--- src/rtl/cdc_hs_tx_arbiter.sv ---
// Clock-A side of a 4-phase req/ack multi-bit CDC channel: round-robin arbiter over N_SRC requesters.
// Optional ack-wait timeout is compiled in when CDC_HS_TIMEOUT_EN is defined.
module cdc_hs_tx_arbiter #(
   parameter int N_SRC       = 4,
   parameter int DATA_W      = 4,
   parameter int SYNC_STAGES = 2,
   parameter int TIMEOUT_CYC = 64
) (
   input  logic                     i_clk,
   input  logic                     i_rst_n,
   input  logic [N_SRC-1:0]         i_src_valid,
   input  logic [N_SRC*DATA_W-1:0]  i_src_data,
   output logic [N_SRC-1:0]         o_src_ready,
   input  logic                     i_data_ack,
   output logic                     o_data_req,
   output logic [DATA_W-1:0]        o_data,
   output logic [$clog2(N_SRC)-1:0] o_grant_id,
   output logic                     o_busy,
   output logic                     o_timeout
);
   localparam int ID_W = $clog2(N_SRC);

   typedef enum logic [1:0] {
      ST_IDLE    = 2'd0,
      ST_REQ     = 2'd1,
      ST_WAIT_LO = 2'd2
   } state_t;

   state_t                 r_state;
   state_t                 w_state_next;
   logic [SYNC_STAGES-1:0] r_ack_sync;
   logic                   w_ack_s;
   logic [ID_W-1:0]        r_ptr;
   logic [ID_W-1:0]        w_pick;
   logic [ID_W-1:0]        w_ptr_next;
   logic [ID_W:0]          w_idx;
   logic                   w_found;
   logic                   w_accept;
   logic                   w_timeout_hit;
   logic                   r_data_req;
   logic [DATA_W-1:0]      r_data;
   logic [ID_W-1:0]        r_grant_id;
   logic [DATA_W-1:0]      w_src_word [N_SRC];

   generate
      for (genvar gi = 0; gi < N_SRC; gi++) begin : g_word
         assign w_src_word[gi] = i_src_data[gi*DATA_W +: DATA_W];
      end
   endgenerate

   // Only the synchronized ack is ever looked at; the raw input is asynchronous.
   always_ff @(posedge i_clk) begin
      if (!i_rst_n) begin
         r_ack_sync <= '0;
      end else begin
         r_ack_sync <= {r_ack_sync[SYNC_STAGES-2:0], i_data_ack};
      end
   end
   assign w_ack_s = r_ack_sync[SYNC_STAGES-1];

   // First valid requester at or after the pointer, scanning with wrap-around.
   always_comb begin
      w_found = 1'b0;
      w_pick  = '0;
      w_idx   = '0;
      for (int k = 0; k < N_SRC; k++) begin
         w_idx = {1'b0, r_ptr} + (ID_W+1)'(k);
         if (w_idx >= (ID_W+1)'(N_SRC)) begin
            w_idx = w_idx - (ID_W+1)'(N_SRC);
         end
         if (!w_found && i_src_valid[w_idx[ID_W-1:0]]) begin
            w_found = 1'b1;
            w_pick  = w_idx[ID_W-1:0];
         end
      end
   end

   assign w_ptr_next = (w_pick == ID_W'(N_SRC-1)) ? '0 : w_pick + 1'b1;
   assign w_accept   = (r_state == ST_IDLE) && w_found;

`ifdef CDC_HS_TIMEOUT_EN
   localparam int CNT_W = $clog2(TIMEOUT_CYC+1);

   logic [CNT_W-1:0] r_to_cnt;
   logic             r_timeout;

   always_ff @(posedge i_clk) begin
      if (!i_rst_n) begin
         r_to_cnt  <= '0;
         r_timeout <= 1'b0;
      end else begin
         r_timeout <= w_timeout_hit;
         if (w_accept) begin
            r_to_cnt <= '0;
         end else if (r_state == ST_REQ) begin
            r_to_cnt <= r_to_cnt + 1'b1;
         end
      end
   end

   // Fires on the last of TIMEOUT_CYC request cycles, so req is seen high exactly that long.
   assign w_timeout_hit = (r_state == ST_REQ) && !w_ack_s && (r_to_cnt == CNT_W'(TIMEOUT_CYC-1));
   assign o_timeout     = r_timeout;
`else
   // Without the timeout the request waits for ack indefinitely; this term is always false.
   assign w_timeout_hit = (TIMEOUT_CYC < 0);
   assign o_timeout     = 1'b0;
`endif

   always_comb begin
      w_state_next = r_state;
      case (r_state)
         ST_IDLE:    if (w_found)                      w_state_next = ST_REQ;
         ST_REQ:     if (w_ack_s || w_timeout_hit)     w_state_next = ST_WAIT_LO;
         ST_WAIT_LO: if (!w_ack_s)                     w_state_next = ST_IDLE;
         default:                                      w_state_next = ST_IDLE;
      endcase
   end

   always_ff @(posedge i_clk) begin
      if (!i_rst_n) begin
         r_state    <= ST_IDLE;
         r_data_req <= 1'b0;
         r_data     <= '0;
         r_grant_id <= '0;
         r_ptr      <= '0;
      end else begin
         r_state <= w_state_next;
         if (w_accept) begin
            r_data     <= w_src_word[w_pick];
            r_grant_id <= w_pick;
            r_ptr      <= w_ptr_next;
            r_data_req <= 1'b1;
         end else if ((r_state == ST_REQ) && (w_ack_s || w_timeout_hit)) begin
            r_data_req <= 1'b0;
         end
      end
   end

   always_comb begin
      o_src_ready = '0;
      if (i_rst_n && (r_state == ST_IDLE) && w_found) begin
         o_src_ready[w_pick] = 1'b1;
      end
      o_busy = (r_state != ST_IDLE);
   end

   assign o_data_req = r_data_req;
   assign o_data     = r_data;
   assign o_grant_id = r_grant_id;

endmodule

--- config.mk ---
export PLATFORM = sky130hd
export DESIGN_NAME = cdc_hs_tx_arbiter
export DESIGN_NICKNAME = d
export VERILOG_FILES = /design/src/rtl/cdc_hs_tx_arbiter.sv
export SDC_FILE = /design/constraint.sdc
export NUM_CORES = 1
export LEC_CHECK = 0
export BUFFER_PORTS_ARGS = -buffer_cell sky130_fd_sc_hd__buf_4
export CORE_MARGIN = 10
export CORE_UTILIZATION = 45
export CTS_CLUSTER_SIZE = 8
export DETAILED_ROUTE_END_ITERATION = 8
export PLACE_DENSITY = 0.83
export SYNTH_ARGS = -nofsm -noshare
export SYNTH_HDL_FRONTEND = slang
export SYNTH_SLANG_ARGS = --single-unit
--- constraint.sdc ---
create_clock -name i_clk -period 2.9 [get_ports i_clk]
set_clock_uncertainty 0.2 [all_clocks]
set_input_delay 0.29 -clock i_clk [delete_from_list [all_inputs] [get_ports i_clk]]
set_output_delay 0.29 -clock i_clk [all_outputs]
set_load 0.02 [all_outputs]
==> Flow_metrics.wiki <==
{| class="wikitable"
! Metric !! Value
|-
| First-pass GRT wire length || 3.539 mm
|-
| Critical Setup Path Class || reg2out
|-
| Clock transition at the register clock pins on the worst setup and hold paths after CTS || 0.09 ns
|-
| Syn Std Cell Area || just under 800 µm²
|-
| Number of global-route vias before repair || 821
|-
| # placed instances || 139
|-
| Initial core utilization || 49.29%
|-
| Net count after synthesis || 115
|-
| Area of the die || about 3800 µm²
|-
| IO Count || 36
|-
| Global routing usage summed across all routing layers || a little under an eighth
|-
| Actual slew at the worst max-slew pin || slightly below 0.6 ns
|-
| CP endpoint kind || primary output
|-
| Post-synthesis sequential element count || 13
|-
| Share of the cycle needed by the critical path after routing || between 90 and 100%
|-
| Number of max-cap violations || 0
|-
| HPWL reported at the end of detailed placement || 1.725 mm
|-
| Die X || 61.56 µm
|-
| Average footprint of a synthesized cell || between 8 and 9 µm²
|-
| Switching fraction of total power || about a third
|-
| Layout net count || between 150 and 200
|-
| Net switching power || 182.4 µW
|-
| Sequential cell fraction of total power || 40.4%
|-
| Number of distinct library cells after synthesis || 38
|-
| Core Region || 1577 µm²
|-
| Number of buffers added on ports || 34
|-
| CTS tree || built
|-
| DRC errors left || 0
|-
| Data required time at the worst endpoint || ~2.4 ns
|-
| Tightest slew margin relative to the limit || 60.97%
|-
| Number of diodes || 0
|-
| Pin count of the biggest net entering global routing || 12
|-
| Relative contribution of combinational cells to total power || 36.9%
|-
| Highest fanout seen on the critical path || 7
|-
| Most frequent cells in the layout || 35 x sky130_fd_sc_hd__buf_4, 13 x sky130_fd_sc_hd__dfxtp_1, 9 x sky130_fd_sc_hd__nand2_1
|-
| Worst-case clock buffer depth || 2
|-
| Accumulated negative setup slack || 0 ns
|-
| Endpoint arrival time on the critical path || 2.19 ns
|-
| Iteration-0 DRC Markers || 19
|-
| Share of post-route cells with drive strength above 1 || 35.43%
|-
| Weighted congestion reported at the end of routability-driven placement || 0.8033
|-
| Maximum vdd ir drop || roughly 300 µV
|-
| Total placed instance area || 1044 µm²
|-
| Sum of routed wire length over all layers || 2.193 mm
|-
| Commonest non-fill, non-tap cell in the layout || sky130_fd_sc_hd__buf_4
|-
| Startpoint kind of the worst setup timing path || flop
|-
| Number of clock sinks seen by CTS || 13
|-
| Cell count after synthesis || 91
|-
| # hold bufs at CTS || 0
|-
| Total non-filler cell area in the finished layout || between 1000 and 1500 µm²
|-
| Post-synth top flop || sky130_fd_sc_hd__dfxtp_1
|-
| Number of synthesized flops with an enable pin || 0
|-
| H-tree levels || 1
|-
| Yosys warnings || 0
|-
| Final Hold Vio Count || 0
|-
| Number of antenna violations at the first check in global routing || 0
|-
| Final critical delay including setup and external delays || around 2.7 ns
|-
| Average detailed-routed wire length per instance || around 15 µm
|-
| TritonCTS Buffers || 3
|-
| Unrepaired setup endpoints after global routing || no
|-
| Gates resized, CTS repair || 0
|-
| Number of detailed-routing iterations run before antenna repair || 4
|-
| Status || finished clean
|-
| Async set-or-reset flop fraction in the synthesized netlist || 0%
|-
| Number of setup violations in the final report || 0
|-
| Total chip power || 530.1 µW
|-
| Via Count || 815
|-
| Fraction of the yosys area taken by sequential cells || 33.49%
|-
| Post CTS Setup Buffer Count || 0
|-
| Global route overflow || 0
|-
| Drt via density || between 5 and 6
|-
| Internal power of the cells || 347.7 µW
|-
| Portion of total power attributed to the clock network || 22.7%
|-
| Floorplan row count || 14
|-
| Clock Latency Late Sink || 0.29 ns
|-
| Die Height || 61.56 µm
|-
| Clock Tree Root || sky130_fd_sc_hd__clkbuf_4
|-
| Type of the most critical hold path || in2reg
|-
| Layout overhead on the synthesized area || 37.68%
|-
| Power density over the cells || about 500 nW/µm²
|-
| Final number of max-transition violations || 0
|-
| Antenna-violating nets left || 0
|-
| Final cell count without fillers || 143
|-
| Maximum clock frequency || 372.5 MHz
|-
| Static leakage || 0.0005043 µW
|}
-- cells by family after synthesis --
kind of cell / count (synthesis) / synth area share, %
AOI/OAI and AO/OA: 24 / 24.96
xor gates and xnor gates: 1 / 1.127
adders and majority gates: 1 / 1.610
buffers and inverters: 8 / 4.508
DFF: 13 / 33.49
muxes: 5 / 7.730
other: 1 / 0.4826
and+or+nand+nor: 38 / 26.09
-- synth_stat cells (2+ instances only) --
library cell / count / area, µm²
sky130_fd_sc_hd__o221ai_1: 3 / 26.28
sky130_fd_sc_hd__inv_1: 5 / 18.77
sky130_fd_sc_hd__nor2_1: 7 / 26.28
sky130_fd_sc_hd__mux2i_1: 3 / 30.03
sky130_fd_sc_hd__nand2_1: 9 / 33.78
sky130_fd_sc_hd__and3_1: 4 / 25.02
sky130_fd_sc_hd__a21oi_1: 5 / 25.02
sky130_fd_sc_hd__a31oi_1: 3 / 18.77
sky130_fd_sc_hd__and2_1: 7 / 43.79
sky130_fd_sc_hd__dfxtp_1: 13 / 260.3
sky130_fd_sc_hd__mux2_4: 2 / 30.03
sky130_fd_sc_hd__nand3_1: 4 / 20.02
-- final timing paths --
path | end | slack, ns | startpoint | depth (start not counted)
hold / removal | r_ack_sync[0]$_SDFF_PN0_ | 0.02 | i_data_ack | 2
setup / recovery | o_src_ready[1] | 0.22 | r_ptr[1]$_SDFFE_PN0P_ | 5
setup reg to reg | r_ptr[0]$_SDFFE_PN0P_ | 0.68 | r_ptr[1]$_SDFFE_PN0P_ | 6
hold reg to reg | r_ack_sync[1]$_SDFF_PN0_ | 0.26 | r_ack_sync[0]$_SDFF_PN0_ | 1
-- power groups by stage --
stage	Sequential [µW]	Combinational (µW)	Clock [µW]
floorplan	227	111	0
global placement	218	192	0
detailed placement	218	195	0
CTS	214	195	120
global route	218	212	127
finish	214	196	120
-- state kept, by name, summed over array words and instances, names as in the netlist --
| signal | flops |
|---|---|
| o_data | 4 |
| o_data_req | 1 |
| o_grant_id | 2 |
| r_ack_sync | 2 |
| r_ptr | 2 |
| r_state | 2 |
-- cell type report --
type	count	area, µm²
Clock buffer	4	26.28
Fill cell	128	506.7
Inverter	5	18.77
Multi-Input combinational cell	70	481.7
Sequential cell	13	260.3
Tap cell	16	20.02
Timing Repair Buffer	35	262.8
-- layer usage --
layer / wire length [µm] / share of wire, % / vias to the layer above / global-route usage (%)
met3: 165 / 7.5 / 2 / 6.379
li1: - / - / 400 / -
met4: 7 / 0.32 / 0 / 1.911
met1: 932 / 42 / 387 / 13.37
met5: 0 / 0 / - / 0
met2: 1088 / 50 / 26 / 19.91
-- critical path, cell delays in order, from the launching register on --
cell,delay (ns)
sky130_fd_sc_hd__dfxtp_1,0.49
sky130_fd_sc_hd__nand2_1,0.13
sky130_fd_sc_hd__a311o_1,0.39
sky130_fd_sc_hd__a211oi_1,0.54
sky130_fd_sc_hd__and2_1,0.21
sky130_fd_sc_hd__buf_4,0.14
-- through the flow --
stage	setup slack [ns]	util [%]	hold slack [ns]
after floorplan	0.8192	-	0.2117
after global placement	0.6086	66.19	0.2309
after detailed placement	0.5359	66.19	0.2420
after CTS	0.2064	67.86	0.02116
after global routing	0.07015	67.86	0.01670
final	0.2152	67.86	0.01891
Note: power is estimated with default switching activity, not from simulation.
